[src/rtl/spi_reg_ctrl_if.sv]
// Signal bundle between spi_reg_ctrl (master), the SPI slave byte engine and the register file.
// master: the controller; slave: the SPI byte engine / register file side.
interface spi_reg_ctrl_if;
  logic       transaction_begin;
  logic       rx_byte_available;
  logic [7:0] rx_byte;
  logic [7:0] tx_byte;
  logic [6:0] reg_addr;
  logic [7:0] reg_wdata;
  logic       reg_we;
  logic       reg_re;
  logic [7:0] reg_rdata;
  logic       busy;

  modport master (
    input  transaction_begin,
    input  rx_byte_available,
    input  rx_byte,
    input  reg_rdata,
    output tx_byte,
    output reg_addr,
    output reg_wdata,
    output reg_we,
    output reg_re,
    output busy
  );

  modport slave (
    output transaction_begin,
    output rx_byte_available,
    output rx_byte,
    output reg_rdata,
    input  tx_byte,
    input  reg_addr,
    input  reg_wdata,
    input  reg_we,
    input  reg_re,
    input  busy
  );
endinterface

[src/rtl/spi_reg_ctrl.sv]
// SPI byte stream to register-bus bridge: command byte (dir + 7-bit address), then data bytes.
// Define SPI_REG_CTRL_AUTOINC_EN to advance reg_addr after every data byte; otherwise it holds.
module spi_reg_ctrl #(
  parameter logic [7:0] TX_IDLE_BYTE = 8'h00
) (
  input logic            clk,
  input logic            reset,
  spi_reg_ctrl_if.master bus
);

  typedef enum logic [2:0] {
    StIdle,
    StCmd,
    StWrData,
    StRdFetch,
    StRdLoad,
    StRdData
  } state_e;

  state_e     state_q, state_d;
  logic       rx_avail_q;
  logic       byte_evt;
  logic [7:0] tx_byte_q, tx_byte_d;
  logic [6:0] addr_q, addr_d;
  logic [7:0] wdata_q, wdata_d;
  logic       we_q, we_d;
  logic       re_q, re_d;
  logic       busy_q, busy_d;
  logic [6:0] cmd_addr;
  logic       cmd_read;
  logic [6:0] addr_next;

  assign byte_evt = bus.rx_byte_available & ~rx_avail_q;

  // rx_byte[0] is the first bit on the wire (command MSB), so the address arrives MSB at [1].
  assign cmd_read = bus.rx_byte[0];
  assign cmd_addr = {bus.rx_byte[1], bus.rx_byte[2], bus.rx_byte[3], bus.rx_byte[4],
                     bus.rx_byte[5], bus.rx_byte[6], bus.rx_byte[7]};

`ifdef SPI_REG_CTRL_AUTOINC_EN
  assign addr_next = addr_q + 7'd1;
`else
  assign addr_next = addr_q;
`endif

  always_comb begin
    state_d   = state_q;
    tx_byte_d = tx_byte_q;
    addr_d    = addr_q;
    wdata_d   = wdata_q;
    we_d      = 1'b0;
    re_d      = 1'b0;
    busy_d    = busy_q;

    if (bus.transaction_begin) begin
      // Restart wins over any byte completing in the same clk; pending strobes are dropped.
      state_d   = StCmd;
      tx_byte_d = TX_IDLE_BYTE;
      busy_d    = 1'b1;
    end else begin
      // The address advances in the clk after the write strobe has been seen with it.
      if (we_q) begin
        addr_d = addr_next;
      end
      unique case (state_q)
        StIdle: begin
        end
        StCmd: begin
          if (byte_evt) begin
            addr_d = cmd_addr;
            if (cmd_read) begin
              state_d = StRdFetch;
              re_d    = 1'b1;
            end else begin
              state_d = StWrData;
            end
          end
        end
        StWrData: begin
          if (byte_evt) begin
            wdata_d = bus.rx_byte;
            we_d    = 1'b1;
          end
        end
        StRdFetch: begin
          state_d = StRdLoad;
        end
        StRdLoad: begin
          tx_byte_d = bus.reg_rdata;
          addr_d    = addr_next;
          state_d   = StRdData;
        end
        StRdData: begin
          if (byte_evt) begin
            state_d = StRdFetch;
            re_d    = 1'b1;
          end
        end
        default: begin
          state_d = StIdle;
        end
      endcase
    end
  end

  always_ff @(posedge clk) begin
    if (reset) begin
      state_q    <= StIdle;
      rx_avail_q <= 1'b0;
      tx_byte_q  <= TX_IDLE_BYTE;
      addr_q     <= '0;
      wdata_q    <= '0;
      we_q       <= 1'b0;
      re_q       <= 1'b0;
      busy_q     <= 1'b0;
    end else begin
      state_q    <= state_d;
      rx_avail_q <= bus.rx_byte_available;
      tx_byte_q  <= tx_byte_d;
      addr_q     <= addr_d;
      wdata_q    <= wdata_d;
      we_q       <= we_d;
      re_q       <= re_d;
      busy_q     <= busy_d;
    end
  end

  assign bus.tx_byte   = tx_byte_q;
  assign bus.reg_addr  = addr_q;
  assign bus.reg_wdata = wdata_q;
  assign bus.reg_we    = we_q;
  assign bus.reg_re    = re_q;
  assign bus.busy      = busy_q;

  // re_q is set only on entry to StRdFetch, so it is high exactly while fetching.
  a_re_in_fetch: assert property (@(posedge clk) disable iff (reset)
    re_q |-> state_q == StRdFetch);
  a_no_we_re: assert property (@(posedge clk) disable iff (reset) !(we_q && re_q));

endmodule

[src/flat_wrapper.sv]
// flat-port wrapper written by rule: the top's interface ports become plain ports
module spi_reg_ctrl_flat 
#(
  parameter logic [7:0] TX_IDLE_BYTE = 8'h00
)
  (clk, reset, bus_transaction_begin, bus_rx_byte_available, bus_rx_byte, bus_reg_rdata, bus_tx_byte, bus_reg_addr, bus_reg_wdata, bus_reg_we, bus_reg_re, bus_busy);
  spi_reg_ctrl_if bus_i ();
  input logic clk;
  input logic reset;
  input wire logic [$bits(bus_i.transaction_begin)-1:0] bus_transaction_begin;
  input wire logic [$bits(bus_i.rx_byte_available)-1:0] bus_rx_byte_available;
  input wire logic [$bits(bus_i.rx_byte)-1:0] bus_rx_byte;
  input wire logic [$bits(bus_i.reg_rdata)-1:0] bus_reg_rdata;
  output wire logic [$bits(bus_i.tx_byte)-1:0] bus_tx_byte;
  output wire logic [$bits(bus_i.reg_addr)-1:0] bus_reg_addr;
  output wire logic [$bits(bus_i.reg_wdata)-1:0] bus_reg_wdata;
  output wire logic [$bits(bus_i.reg_we)-1:0] bus_reg_we;
  output wire logic [$bits(bus_i.reg_re)-1:0] bus_reg_re;
  output wire logic [$bits(bus_i.busy)-1:0] bus_busy;
  assign bus_i.transaction_begin = bus_transaction_begin;
  assign bus_i.rx_byte_available = bus_rx_byte_available;
  assign bus_i.rx_byte = bus_rx_byte;
  assign bus_i.reg_rdata = bus_reg_rdata;
  assign bus_tx_byte = bus_i.tx_byte;
  assign bus_reg_addr = bus_i.reg_addr;
  assign bus_reg_wdata = bus_i.reg_wdata;
  assign bus_reg_we = bus_i.reg_we;
  assign bus_reg_re = bus_i.reg_re;
  assign bus_busy = bus_i.busy;
  spi_reg_ctrl #(.TX_IDLE_BYTE(TX_IDLE_BYTE)) u_core (.clk(clk), .reset(reset), .bus(bus_i));
endmodule
[config.mk]
export PLATFORM = sky130hd
export DESIGN_NAME = spi_reg_ctrl_flat
export DESIGN_NICKNAME = d
export VERILOG_FILES = /design/src/rtl/spi_reg_ctrl_if.sv /design/src/rtl/spi_reg_ctrl.sv /design/src/flat_wrapper.sv
export SDC_FILE = /design/constraint.sdc
export NUM_CORES = 1
export LEC_CHECK = 0
export ABC_AREA = 1
export CAP_MARGIN = 20
export CELL_PAD_IN_SITES_DETAIL_PLACEMENT = 1
export CELL_PAD_IN_SITES_GLOBAL_PLACEMENT = 1
export CORE_MARGIN = 3
export CORE_UTILIZATION = 25
export DETAILED_ROUTE_END_ITERATION = 8
export GPL_TIMING_DRIVEN = 0
export PLACE_DENSITY_LB_ADDON = 0.1
export SLEW_MARGIN = 30
export SYNTH_ARGS = -nofsm -noshare
export SYNTH_HDL_FRONTEND = slang
export SYNTH_SLANG_ARGS = --single-unit
[constraint.sdc]
create_clock -name clk -period 1.2 [get_ports clk]
set_clock_uncertainty 0.1 [all_clocks]
set_input_delay 0.24 -clock clk [delete_from_list [all_inputs] [get_ports clk]]
set_output_delay 0.24 -clock clk [all_outputs]
set_load 0.05 [all_outputs]
==> summary.md, run 1 <==
| Metric | Value |
|---|---|
| Critical Path RT | 1.28 ns |
| Max incr delay on CP | approximately 0.38 ns |
| Largest net degree at the start of global routing | 11 |
| Hold Crit Depth | 3 |
| # DRC | 0 |
| Detail Route Antenna Nets | 0 |
| Crit end category | flop |
| DR pass1 iterations | 4 |
| Die width | 77.0 um |
| Share of cells above drive strength 1 | 0.404 |
| Final worst slack | -0.0251 ns |
| HPWL Detailed | 2680 um |
| Starting Density | 0.263 |
| Failing checks | setup timing |
| Maximum VDD drop | 0.000527 V |
| Max-cap violations | 0 |
| Final period util | 1.02 |
| Core ar. | 0.00479 mm2 |
| Met1 Resource Use GR | 0.125 |
| Die Area | 0.00592 mm2 |
| Final Max Tran Viols | 0 |
| Hold Vio Cnt, Final | 0 |
| Final nets | 244 |
| H-tree lvl count | 2 |
| Ys Warns | 0 |
| Tot GR Track Use | 0.126 |
| Sink Count | 30 |
| Crit Reg-Reg Endpoint | u_core.bus.reg_wdata[4] |
| Antenna Cells | 0 |
| Worst hold start | bus_rx_byte_available |
| Hold Path Sink | u_core.rx_avail_q |
| Outcome | complete, but fails checks |
| Worst-case clock buffer depth | 2 |
| Arr. time, crit path | 1.30 ns |
| Post-synthesis sequential area ratio | 0.477 |
| Met3 Usage GRT | 0.0364 |
| Worst-skew pair later-pin latency | 0.27 ns |
| Clock buffer count from CTS | 5 |
| Combined buffer and inverter count along the critical path | 2 |
| Filler cells | 595 |
| Gr busiest metal | met2 |
| Commonest cells after routing, fill and taps aside | nor2_1 (34), dfxtp_1 (25), nor2_2 (19), buf_4 (19), nand2_1 (17) |
| Num rows | 25 |
| Worst Tran Pin Value | between 0.3 and 0.4 ns |
| Gpl congestion | 0.737 |
| Place WS | -0.648 ns |
| Avg Vias per Cell | 4.26 |
| Area Overhead vs Synth | 60.3% |
| Crit-path slowest cell | dfxtp_4 |
| RSZ-0062 raised after global routing | true |
| Critical path class | reg -> reg |
| Vias in the first global route | 1322 |
| FF-to-FF Start | u_core.state_q[1] |
| Pwr/cell area | between 1000 and 1500 mW/mm2 |
| I/O Buffers | 45 |
| Reg2reg path depth | 7 |
| Hold bufs inserted after CTS | 0 |
| Worst slew margin | 0.757 |
| Die height | 77.0 um |
| Fin crit period | ~1.2 ns |
| First-pass GRT wire length | ~5900 um |
| Worst reg2reg setup slack | -0.03 ns |
| Critical path's top delay family | simple AND/OR/NAND/NOR gates |
| # IOs | 46 |
| Most common cell after layout, fill and taps aside | nor2_1 |
| Final setup fails | 4 |
| Maximum clock frequency | 816 MHz |
| Met2 usage | 0.236 |
| Via count | 1243 |
| Crit-path cells | buf_6, nand3_4, nor2_8, buf_12, nand2_4, nand2_2, nor2_2 |
| Net Count, Synth | 184 |
| CTS root buf | clkbuf_8 |
| TritonCTS clock tree | built |
| Gate Count Post-Synth | 164 |
| Clock Pin Slew Worst Setup and Hold Paths | 0.07 ns |
| Average size of a mapped cell | 7.68 um2 |
| Netlist cell types | 18 |
| Crit path max fanout | 10 |
| Pleak | 0.881 nW |
| Crit start category | flop |
| HP Class | in -> reg |
| DRT iter0 DRCs | 25 |
| Antenna violations before repair | 0 |
| Post-Route WL | 3620 um |
| Levels on crit path | 7 |
| Seq cells post-synth | 30 |
| PnR Total Power | 2.16 mW |
| Mapped Area | between 0.001 and 0.0015 mm2 |
| Grt ovf | 0 |
| WL per Instance | 12.4 um |
## Yosys cell counts (all sizes together)
cell	n	area [um2]
nor2	57	288
nand2	32	135
dfxtp	30	601
inv	18	67.6
nand3	11	67.6
o21ai	9	45.0
a21oi	3	15.0
buf	2	27.5
nor3	1	5.00
o31ai	1	7.51
## per-layer routing
metal	wire length [um]	part of all wire
met1	1370	0.38
met2	1960	0.54
met3	232	0.064
met4	55	0.015
met5	0	0
## worst min-delay path, stage by stage
cell	delay, ns
clkdlybuf4s15_1	0.24
inv_1	0.11
nor2_1	0.04
## metrics by stage
stage / cells / utilization / setup TNS [ns] / area (um2) / hold slack [ns]
after floorplan: 164 / - / 0 / 1260 / 0.212
after global placement: 276 / 0.375 / -19.73 / 1790 / 0.351
after detailed placement: 276 / 0.375 / -21.64 / 1790 / 0.366
after CTS: 290 / 0.402 / -0.0125 / 1920 / 0.300
after global routing: 292 / 0.422 / -1.06 / 2020 / 0.331
final: 292 / 0.422 / -0.0527 / 2020 / 0.304
## timing repair
action | 4_1_cts | 5_1_grt
cloned | 1 | 0
resized for setup | 177 | 29
endpoints found under the setup margin | 52 | 37
pin swaps | 7 | 2
setup buffers | 5 | 2
## how the worst max path moves through the flow
stage	endpoint	from	slack, ns
finish	u_core.bus.reg_wdata[4]	u_core.state_q[1]	-0.03
global route	u_core.bus.tx_byte[4]	u_core.state_q[1]	-0.08
CTS	u_core.bus.reg_wdata[4]	u_core.state_q[2]	-0.008
detailed placement	u_core.bus.tx_byte[5]	bus_transaction_begin	-0.65
global placement	u_core.bus.reg_wdata[4]	bus_transaction_begin	-0.58
floorplan	u_core.bus.reg_wdata[3]	u_core.state_q[2]	0.005
## cell type report
type	count	area [um2]	area share
Multi-Input combinational cell	115	634	0.314
Sequential cell	30	612	0.303
Timing Repair Buffer	52	493	0.244
Clock buffer	7	86.3	0.0428
Tap cell	67	83.8	0.0415
Inverter	18	76.3	0.0378
Buffer	2	27.5	0.0136
Clock inverter	1	5.00	0.00248
## logic make-up (layout without fill, tap and decap cells)
| group | Yosys count | after routing | synth area share |
|---|---|---|---|
| buffers and inverters | 20 | 80 | 0.0755 |
| AND/OR/NAND/NOR | 101 | 102 | 0.394 |
| AO/OA/AOI/OAI | 13 | 13 | 0.0537 |
| flip-flops | 30 | 30 | 0.477 |
## state kept, by name, summed over array words and instances (netlist names)
name and flops:
u_core.bus.reg_wdata 8, u_core.bus.tx_byte 8, u_core.bus.reg_addr 7, u_core.state_q 3, u_core.bus.busy 1, u_core.bus.reg_re 1
u_core.bus.reg_we 1, u_core.rx_avail_q 1
## power by group
group / internal, mW / switching (mW) / leakage, nW
Sequential: 1.01 / 0.0140 / 0.246
Clock: 0.462 / 0.371 / 0.0482
Combinational: 0.122 / 0.175 / 0.587
Note: power is estimated with default switching activity, not from simulation.
==> inputs of run 2 (changes only) <==
--- a/config.mk
+++ b/config.mk
@@ -11,6 +11,8 @@
 export CELL_PAD_IN_SITES_GLOBAL_PLACEMENT = 1
 export CORE_MARGIN = 3
 export CORE_UTILIZATION = 25
+export CTS_CLUSTER_DIAMETER = 200
+export CTS_CLUSTER_SIZE = 20
 export DETAILED_ROUTE_END_ITERATION = 8
 export GPL_TIMING_DRIVEN = 0
 export PLACE_DENSITY_LB_ADDON = 0.1
==> results of run 2 <==
Same layout as run 1: the final DEF is identical, and so are final timing and power.
==> inputs of run 3 (changes only) <==
--- a/config.mk
+++ b/config.mk
@@ -14,6 +14,7 @@
 export CTS_CLUSTER_DIAMETER = 200
 export CTS_CLUSTER_SIZE = 20
 export DETAILED_ROUTE_END_ITERATION = 8
+export GPL_ROUTABILITY_DRIVEN = 0
 export GPL_TIMING_DRIVEN = 0
 export PLACE_DENSITY_LB_ADDON = 0.1
 export SLEW_MARGIN = 30
==> results of run 3 <==
Same layout as run 1: the final DEF is identical, and so are final timing and power.
